[src/rtl/gearbox_downsizing_2x.sv]
// AXI-Stream 2:1 width gearbox. Each 2n-byte input word is sent as two n-byte beats,
// upper half first. A one-word skid register lets in_tready come straight from a flop.
module gearbox_downsizing_2x #(
    parameter int n = 5
) (
    input  logic               aclk,
    input  logic               aresetn,
    input  logic [2*n*8-1:0]   in_tdata,
    input  logic               in_tvalid,
    output logic               in_tready,
    output logic [n*8-1:0]     out_tdata,
    output logic               out_tvalid,
    input  logic               out_tready
);
    localparam int NB = n * 8;

    logic [2*NB-1:0] main_data_q, main_data_d;
    logic            main_valid_q, main_valid_d;
    logic            phase_q, phase_d;
    logic [2*NB-1:0] skid_data_q, skid_data_d;
    logic            skid_valid_q, skid_valid_d;
    logic            in_tready_q, in_tready_d;

    logic out_accept;
    logic in_accept;
    logic main_free;

    assign out_accept = main_valid_q & out_tready;
    assign in_accept  = in_tvalid & in_tready_q;
    // Main can take a new word this edge if it is empty or its LO half leaves now.
    assign main_free  = !main_valid_q | (out_accept & phase_q);

    always_comb begin
        main_data_d  = main_data_q;
        main_valid_d = main_valid_q;
        phase_d      = phase_q;
        skid_data_d  = skid_data_q;
        skid_valid_d = skid_valid_q;

        if (out_accept) begin
            if (!phase_q) begin
                phase_d = 1'b1;
            end else begin
                phase_d      = 1'b0;
                main_valid_d = 1'b0;
                if (skid_valid_q) begin
                    main_data_d  = skid_data_q;
                    main_valid_d = 1'b1;
                    skid_valid_d = 1'b0;
                end
            end
        end

        // in_accept implies the skid was empty at this edge, since in_tready mirrors it.
        if (in_accept) begin
            if (main_free && !skid_valid_q) begin
                main_data_d  = in_tdata;
                main_valid_d = 1'b1;
                phase_d      = 1'b0;
            end else begin
                skid_data_d  = in_tdata;
                skid_valid_d = 1'b1;
            end
        end

        in_tready_d = !skid_valid_d;
    end

    always_ff @(posedge aclk or negedge aresetn) begin
        if (!aresetn) begin
            main_data_q  <= '0;
            main_valid_q <= 1'b0;
            phase_q      <= 1'b0;
            skid_data_q  <= '0;
            skid_valid_q <= 1'b0;
            in_tready_q  <= 1'b0;
        end else begin
            main_data_q  <= main_data_d;
            main_valid_q <= main_valid_d;
            phase_q      <= phase_d;
            skid_data_q  <= skid_data_d;
            skid_valid_q <= skid_valid_d;
            in_tready_q  <= in_tready_d;
        end
    end

    assign in_tready  = in_tready_q;
    assign out_tvalid = main_valid_q;
    assign out_tdata  = phase_q ? main_data_q[NB-1:0] : main_data_q[2*NB-1:NB];

endmodule

[config.mk]
export PLATFORM = sky130hd
export DESIGN_NAME = gearbox_downsizing_2x
export DESIGN_NICKNAME = d
export VERILOG_FILES = /design/src/rtl/gearbox_downsizing_2x.sv
export SDC_FILE = /design/constraint.sdc
export NUM_CORES = 1
export LEC_CHECK = 0
export ABC_AREA = 1
export CAP_MARGIN = 20
export CORE_ASPECT_RATIO = 0.7
export CORE_MARGIN = 4
export CORE_UTILIZATION = 49
export DETAILED_ROUTE_END_ITERATION = 12
export PLACE_DENSITY = 0.81
export SLEW_MARGIN = 20
export SYNTH_ARGS = -nofsm -noshare
export SYNTH_HDL_FRONTEND = slang
export SYNTH_SLANG_ARGS = --single-unit
[constraint.sdc]
create_clock -name aclk -period 1.5 [get_ports aclk]
set_input_delay 0.45 -clock aclk [delete_from_list [all_inputs] [get_ports aclk]]
set_output_delay 0.45 -clock aclk [all_outputs]
set_load 0.01 [all_outputs]
==> flow_summary.yaml <==
global_routing:
  grt_use_met1: 0.3970
  grt_pass1_vias: 8428
  grt_max_degree: 39
  antenna_found_initial: 1
  grt_busiest_layer: "met2"
  use_met2: 0.5183
  grt_pass1_wl_um: 44620
  grtUsageMet3: 0.06932
  overflow: 0
  grtUsageTotal: 0.3093
setup_path:
  path_class: "flip-flop to output pin"
  startpoint_type: "flip-flop"
  end_kind: "output pin"
  slowest_stage: "dfrtp_2"
  arrival_ns: 1.53
  crit_chain: "buf_8 > buf_16 > o21ai_4 > buf_6"
  worst_path_largest_cell_delay_ns: 0.48
  cp.required_ns: 1.05
  crit_fanout: 8
placed_design:
  dpl.hpwl_um: 13460
  finalWeightedCongestion: 0.8025
  dpl_worst_slack_ns: -0.6005
  place_inst: 1469
  io_buffers: 125
clocking:
  cts_tree: "yes"
  htreeDepth: 4
  cts-root-buf: "clkbuf_16"
  clock_latency_ns: 0.44
  cts_buffers: 17
  clkSinkCount: 164
  clockBufferDepth: 2
  clk_pin_slew_ns: 0.08
timing:
  worst_pin_slew_ns: 0.4049
  report.final.slew_viol_count: 0
  maxSlewHeadroom: 0.7297
  post-route-min-period_ns: 1.979
  fmax_ghz: 0.5053
  period_share: 1.319
  grt_setup_unrepaired: "yes"
  holdWs_ns: 0.4756
  setup_slack_ns: -0.4791
  setup_violations: 204
  clock_skew_ns: 0.01327
  finalHoldViolCount: 0
finish:
  final_common_cell: "nand2_1"
  nets: 1423
  final_cell_mix: "nand2_1, dfrtp_1, inv_1, nand3_1, clkdlybuf4s50_1"
  n_antenna_cell: 0
  drive_above_1_share: 0.2709
  finalNonFillerCells: 1571
  area_growth_pct: 56.79
floorplanning:
  design.core.area_um2: 15830
  fp.dieH_um: 115.5
  io_pins: 126
  die_w_um: 161.6
  die-area_um2: 18660
  start_util: 0.5110
  row_count: 38
run_status:
  outcome: "finished with violations"
  violations: "negative setup slack"
flow_run:
  cap_violations: 0
pwr:
  p_per_area_nw_per_um2: 2283
  p_leak_nw: 6.674
  peakVddDrop_v: 0.001133
synthesis:
  ys_types: 12
  synth_top_family_by_area: "simple AND/OR/NAND/NOR gates"
  synthXorXnorAreaFrac: 0
  synth.yosys.seq_area_share: 0.5073
  synth_seq_cells: 164
  synthMuxAreaShare: 0
  syn_inst: 1135
  synth_area_um2: 8090
  synth_compound_area_frac: 0.02474
  syn_nets: 1220
  yosys.area_share.simple: 0.3498
  syn_avg_cell_area_um2: 7.128
  ys_warn_count: 0
  synth_fa_ha_area_frac: 0.001547
route:
  wirelength_um: 32030
  ant_nets: 0
  drc: 0
  vias_per_cell: 5.615
  drtPass1Iterations: 6
  drtIter0Drc: 1004
  avgRoutedWirePerCell_um: 20.39
  vias: 8821
worst_hold_path:
  hold_path.class: "input port to async pin"
-- worst paths after layout --
| kind | slack [ns] | from | endpoint | depth (start not counted) |
|---|---|---|---|---|
| max reg2reg | -0.48 | phase_q | main_data_q[25] | 10 |
| min | 0.48 | aresetn | skid_data_q[71] | 2 |
| min reg2reg | 0.48 | skid_data_q[25] | skid_data_q[25] | 2 |
| min in group aclk | 0.48 | skid_data_q[25] | skid_data_q[25] | 2 |
| max in group asynchronous | 0.46 | aresetn | skid_data_q[52] | 3 |
| max | -0.48 | phase_q | out_tdata[13] | 4 |
-- area by class of cell --
| type | count | area [µm²] |
|---|---|---|
| clock buffer | 17 | 425.4 |
| clock inverter | 15 | 207.7 |
| fill | 919 | 3148 |
| inverter | 168 | 640.6 |
| multi-input combinational | 739 | 3780 |
| sequential | 164 | 4105 |
| tap | 220 | 275.3 |
| timing repair buffer | 248 | 3251 |
-- repair_timing --
action / in CTS / in global routing
hold endpoints to repair: 26 / 0
pin swaps: 45 / 17
cloned: 27 / 13
hold buffers: 1 / 0
endpoints found under the setup margin: 206 / 206
setup buffers: 24 / 6
gates resized for setup: 386 / 80
-- cells by family after synthesis --
| kind of cell | count (synthesis) |
|---|---|
| DFF | 164 |
| adders and majority gates | 1 |
| and+or+nand+nor | 696 |
| AOI/OAI and AO/OA | 40 |
| buffers and inverters | 234 |
-- synthesized netlist by cell type --
library cell / number / share of area
nand2_1: 530 / 0.25
dfrtp_1: 164 / 0.51
inv_1: 164 / 0.076
nand3_1: 162 / 0.10
buf_2: 49 / 0.030
o21ai_0: 40 / 0.025
clkbuf_1: 16 / 0.0074
inv_2: 4 / 0.0019
nand2_2: 3 / 0.0023
buf_4: 1 / 0.00093
ha_1: 1 / 0.0015
nor2_4: 1 / 0.0014
-- critical path: cells and delay by family, from the launching register on --
kind	cells	cell delay, ns
buffers and inverters	3	0.46
AOI/OAI and AO/OA	1	0.15
DFF	1	0.48
-- layer usage --
| metal | part of all wire | wire [µm] |
|---|---|---|
| met1 | 0.37 | 11800 |
| met2 | 0.48 | 15220 |
| met3 | 0.10 | 3250 |
| met4 | 0.054 | 1742 |
| met5 | 0.00041 | 13 |
-- metrics by stage --
| step | total power, mW | TNS (ns) | instance area [µm²] | util |
|---|---|---|---|---|
| 2_1_floorplan | 13.59 | 0 | 8152 | - |
| 3_3_place_gp | 17.97 | -107.47 | 10070 | 0.6358 |
| 5_1_grt | 30.46 | -84.55 | 12680 | 0.8012 |
| 3_5_place_dp | 18.34 | -107.27 | 10070 | 0.6358 |
| 6_report | 28.97 | -75.06 | 12680 | 0.8012 |
| 4_1_cts | 26.65 | -62.25 | 12140 | 0.7666 |
-- flip-flops by register name (all words and copies together), names as in the netlist --
name,count
in_tready,1
main_data_q,80
out_tvalid,1
phase_q,1
skid_data_q,80
skid_valid_q,1
-- power breakdown --
group	switching (mW)	total, mW	internal [mW]
Combinational	8.71	16.0	7.34
Clock	2.14	4.85	2.71
Sequential	1.43	8.07	6.64
No activity file was read; power rests on OpenSTA's default activity.
